File: src/rtl/cpu_types_pkg.sv
// cpu_types_pkg: shared CPU datapath types.
//   word_t      - 32-bit machine word
//   ramstate_t  - single-port RAM status (FREE, BUSY, ACCESS, ERROR)
//   arb_state_t - memory arbiter grant state (IDLE, GRANT_I, GRANT_D)
package cpu_types_pkg;
    typedef logic [31:0] word_t;
    typedef enum logic [1:0] {FREE, BUSY, ACCESS, ERROR} ramstate_t;
    typedef enum logic [1:0] {IDLE, GRANT_I, GRANT_D} arb_state_t;
endpackage

File: src/rtl/starve_counter.sv
// starve_counter: saturating count of data grants taken over a waiting fetch.
//   CLK, nRST - clock, asynchronous active-low reset
//   inc       - count one (stops at LIMIT)
//   clr       - return to zero; wins over inc
//   cnt       - current count
//   sat       - cnt has reached LIMIT
module starve_counter #(
    parameter int LIMIT = 4,
    parameter int W = (LIMIT > 0) ? $clog2(LIMIT + 1) : 1
) (
    input  logic         CLK,
    input  logic         nRST,
    input  logic         inc,
    input  logic         clr,
    output logic [W-1:0] cnt,
    output logic         sat
);
    localparam logic [W-1:0] MAX = W'(LIMIT);

    assign sat = cnt == MAX;

    always_ff @(posedge CLK or negedge nRST)
        if (!nRST) cnt <= '0;
        else cnt <= clr ? '0 : (inc && !sat) ? cnt + 1'b1 : cnt;
endmodule

File: src/rtl/mem_arbiter.sv
// mem_arbiter: shares one single-port RAM between instruction fetch and data access.
//   CLK, nRST                     - clock, asynchronous active-low reset
//   iREN, iaddr / iwait, iload    - instruction read request and completion
//   dREN, dWEN, daddr, dstore /
//   dwait, dload                  - data read/write request and completion
//   ramREN, ramWEN, ramaddr,
//   ramstore / ramload, ramstate  - RAM command and response
//   memerr                        - one-cycle pulse after a grant aborted by ERROR
// Data requests win in IDLE unless a fetch has waited through STARVE_LIMIT
// consecutive data grants (STARVE_LIMIT = 0 disables the bound).
module mem_arbiter
    import cpu_types_pkg::*;
#(
    parameter int STARVE_LIMIT = 4
) (
    input  logic      CLK,
    input  logic      nRST,
    input  logic      iREN,
    input  word_t     iaddr,
    output logic      iwait,
    output word_t     iload,
    input  logic      dREN,
    input  logic      dWEN,
    input  word_t     daddr,
    input  word_t     dstore,
    output logic      dwait,
    output word_t     dload,
    output logic      ramREN,
    output logic      ramWEN,
    output word_t     ramaddr,
    output word_t     ramstore,
    input  word_t     ramload,
    input  ramstate_t ramstate,
    output logic      memerr
);
    localparam int CW = (STARVE_LIMIT > 0) ? $clog2(STARVE_LIMIT + 1) : 1;

    arb_state_t    state, next_state;
    logic [CW-1:0] starve_cnt;
    logic          starve_sat, starving, dreq, grant_live, done, err, cnt_inc, cnt_clr;

    assign dreq     = dREN | dWEN;
    assign starving = (STARVE_LIMIT != 0) && iREN && starve_sat;

    // The granted requester still holding its enable; a withdrawn request
    // ends the grant without completing even if the RAM answers ACCESS.
    assign grant_live = (state == GRANT_I) ? iREN : (state == GRANT_D) ? dreq : 1'b0;
    assign done       = grant_live && ramstate == ACCESS;
    assign err        = grant_live && ramstate == ERROR;

    always_comb begin
        next_state = state;
        if (state == IDLE) next_state = (dreq && !starving) ? GRANT_D : iREN ? GRANT_I : IDLE;
        else if (!grant_live || done || err) next_state = IDLE;
    end

    assign cnt_inc = state == IDLE && next_state == GRANT_D && iREN;
    assign cnt_clr = state == IDLE && (next_state == GRANT_I || !iREN);

    starve_counter #(.LIMIT(STARVE_LIMIT), .W(CW)) u_starve (
        .CLK (CLK),
        .nRST(nRST),
        .inc (cnt_inc),
        .clr (cnt_clr),
        .cnt (starve_cnt),
        .sat (starve_sat)
    );

    always_ff @(posedge CLK or negedge nRST)
        if (!nRST) begin
            state  <= IDLE;
            memerr <= 1'b0;
        end else begin
            state  <= next_state;
            memerr <= err;
        end

    // RAM command depends only on state and the granted requester's inputs;
    // dWEN overrides dREN when both are raised.
    assign ramREN   = (state == GRANT_I) ? iREN : (state == GRANT_D) ? dREN & ~dWEN : 1'b0;
    assign ramWEN   = (state == GRANT_D) & dWEN;
    assign ramaddr  = (state == GRANT_I) ? iaddr : (state == GRANT_D) ? daddr : '0;
    assign ramstore = (state == GRANT_D) ? dstore : '0;

    assign iwait = !(state == GRANT_I && done);
    assign dwait = !(state == GRANT_D && done);
    assign iload = ramload;
    assign dload = ramload;
endmodule

File: config.mk
export PLATFORM = sky130hd
export DESIGN_NAME = mem_arbiter
export DESIGN_NICKNAME = d
export VERILOG_FILES = /design/src/rtl/cpu_types_pkg.sv /design/src/rtl/starve_counter.sv /design/src/rtl/mem_arbiter.sv
export SDC_FILE = /design/constraint.sdc
export NUM_CORES = 1
export LEC_CHECK = 0
export CAP_MARGIN = 30
export CORE_AREA = 2 2 103 105
export DETAILED_ROUTE_END_ITERATION = 8
export DIE_AREA = 0 0 105 107
export DONT_BUFFER_PORTS = 1
export GPL_TIMING_DRIVEN = 0
export SLEW_MARGIN = 5
export SYNTH_ARGS = -nofsm -noshare
export SYNTH_HDL_FRONTEND = slang
export SYNTH_HIERARCHICAL = 1
export SYNTH_SLANG_ARGS = --single-unit
File: constraint.sdc
create_clock -name CLK -period 2.3 [get_ports CLK]
set_clock_uncertainty 0.15 [all_clocks]
set_input_delay 0.46 -clock CLK [delete_from_list [all_inputs] [get_ports CLK]]
set_output_delay 0.46 -clock CLK [all_outputs]
set_load 0.02 [all_outputs]
==> flow_metrics.tcl <==
set metrics [dict create \
    layout_commonest_cell "buf_4" \
    cp_common_cell "buf_2" \
    ys_seq_area_frac 0.1048 \
    min-delay-path-class "in -> reg" \
    io_buffer_count 0 \
    timing.max_cap.violations 0 \
    grt_pass1_wl_mm 8.204 \
    rr_startpoint "u_starve/cnt[0]" \
    path_delay_family "buffers and inverters" \
    antenna_found_initial 4 \
    path_clk_slew_ns 0.04 \
    min_from "ramstate[1]" \
    synth_cell_types 24 \
    synth_cells 183 \
    final-setup-viol-count 0 \
    arrival_ns 1.59 \
    routedWlPerCell_um 21.37 \
    root_buffer "clkbuf_8" \
    grt_max_degree 11 \
    cts_tree "done" \
    routabilityCongestion 0.7887 \
    initial_utilization 0.1420 \
    dieHeight_um 107 \
    syn_area_um2 1433 \
    crit_chain "buf_2 -> nor2b_1 -> buf_2 -> buf_2 -> a22o_1" \
    routed-via-count 1345 \
    dp_hpwl_mm 6.254 \
    cts_made_buffers 3 \
    insertion_delay_ns 0.22 \
    crit_slowest_cell "dfrtp_1" \
    ios 268 \
    min_period_ns 2.198 \
    ys_ff_latch 6 \
    area_growth_syn_to_layout_pct 19.48 \
    slew_violations 0 \
    layout_setup_ws_ns 0.1024 \
    ir_drop_mv 0.1410 \
    overflow 0 \
    h-tree-depth 1 \
    grt_pass1_vias 1174 \
    path_buf_inv 3 \
    drt_wl_total_mm 6.968 \
    worst-path-max-fanout 10 \
    finalHoldViolCount 0 \
    startpoint_type "register" \
    grt-busiest-layer "met2" \
    drc 0 \
    grt_setup_unrepaired "yes" \
    synth_fp_nets 320 \
    gr-usage-met1 0.1070 \
    dr.pass1.iters 4 \
    pre_cts_ws_ns 0.1604 \
    cp_data_required_time_ns 1.69 \
    fmax_mhz 455.0 \
    final_layout_size_suffix_gt1_frac 0.6364 \
    worstSetupStartpoint "state[0]" \
    cts_buffer_depth 2 \
    fp.coreArea_um2 10090 \
    finalCritPeriodShare 0.9555 \
    antenna_left 0 \
    clock-sinks 6 \
    fin_cells 326 \
    drt_iter0_drc 59 \
    dieArea_um2 11240 \
    vias_per_cell 4.126 \
    rows 37 \
    mostFrequentLayoutCells "68 x buf_4, 21 x a22o_2, 19 x and2_1, 15 x and2_2, 11 x a22o_1" \
    criticalPathCategory "reg -> out" \
    crit_path_end_kind "primary output" \
    nets 326 \
    die_width_um 105 \
    track_usage 0.1051 \
    tightest_slew_ns 0.5343 \
    status "finished, final reports clean" \
    use_met3 0.03404 \
    syn_avg_cell_area_um2 7.829 \
    use_met2 0.1943 \
    synth_warnings 6 \
    slew_headroom 0.6417 \
    synth_edf_count 0 \
    p_leak_nw 0.7859 \
    synth_top_flop_cell "dfrtp_1" \
    ys_async_sr_fraction 1.000 \
    placedCellCount 319 \
    pwr_density_cell_nw_per_um2 545.3 \
    crit_path_max_incr_delay_ns 0.31 \
]
-- report_power, final --
part | leakage (nW) | total [mW] | switching (mW) | internal (mW)
registers | 0.0794 | 0.136 | 0.0162 | 0.120
clock network | 0.0216 | 0.158 | 0.0457 | 0.112
logic | 0.685 | 0.639 | 0.409 | 0.230
total | 0.786 | 0.933 | 0.471 | 0.463
-- cell usage after synthesis (2+ instances only) --
cell type / count / area, um^2
a211oi_1: 2 / 15.01
a21oi_1: 2 / 10.01
a22o_1: 32 / 280.3
and2_1: 34 / 212.7
buf_2: 8 / 40.04
buf_4: 68 / 510.5
dfrtp_1: 6 / 150.1
ha_1: 2 / 25.02
inv_1: 2 / 7.510
nand2_1: 3 / 11.26
nand2b_1: 5 / 31.28
nand3b_1: 2 / 15.01
nor2_1: 4 / 15.01
nor2b_1: 3 / 18.77
-- what timing repair did --
| action | CTS | global route |
|---|---|---|
| setup endpoints to repair | 30 | 34 |
| setup buffers | 0 | 0 |
| hold buffers | 1 | 0 |
| pin swaps | 0 | 0 |
| endpoints found under the hold margin | 6 | 0 |
| resized for setup | 5 | 32 |
-- flip-flops by register name, indices dropped and copies added, names as in the netlist --
signal,count
state,2
memerr,1
u_starve/cnt,3
-- metal layers --
layer	part of all wire	vias to the layer above
met4	0.033	2
met2	0.53	133
met5	0.0019	-
li1	-	574
met3	0.098	10
met1	0.34	626
-- area by class of cell --
cell class	instances	area (um^2)
fillers	1146	8381
multi-input cells	99	774.5
plain buffers	76	550.5
well taps	136	170.2
flip-flops and latches	6	150.1
clock buffers	3	41.29
repair buffers	1	10.01
inverters	2	7.507
diodes	3	7.507
-- stage by stage --
stage | utilization | TNS (ns) | power [mW] | hold WS [ns] | area [um^2]
6_report | 0.1696 | 0 | 0.9333 | 0.1850 | 1712
5_1_grt | 0.1696 | -0.02452 | 0.9825 | 0.1764 | 1712
4_1_cts | 0.1649 | 0 | 0.9379 | 0.1810 | 1664
3_5_place_dp | 0.1588 | 0 | 0.7645 | 0.01491 | 1603
3_3_place_gp | 0.1588 | 0 | 0.7565 | 0.01487 | 1603
2_1_floorplan | - | 0 | 0.6793 | 0.01441 | 1433
-- worst paths after layout --
kind                            slack, ns  depth (start not counted)              end
worst max register to register       0.15                          6  u_starve/cnt[0]
worst min-delay path                 0.18                          1         state[0]
worst min register to register       0.44                          2  u_starve/cnt[1]
worst max-delay path                 0.10                          5      ramaddr[29]
max in group asynchronous            1.35                          1         state[1]
min in group asynchronous            0.42                          1           memerr
-- kinds of logic after synthesis --
| kind of cell | Yosys count | synth area share |
|---|---|---|
| AND/OR/NAND/NOR | 56 | 0.2402 |
| multiplexers | 2 | 0.01746 |
| AO/OA/AOI/OAI | 39 | 0.2306 |
| buffers and inverters | 78 | 0.3895 |
| adder cells (fa/ha/maj) | 2 | 0.01746 |
| flip-flops | 6 | 0.1048 |
(Power assumes the default switching activity.)
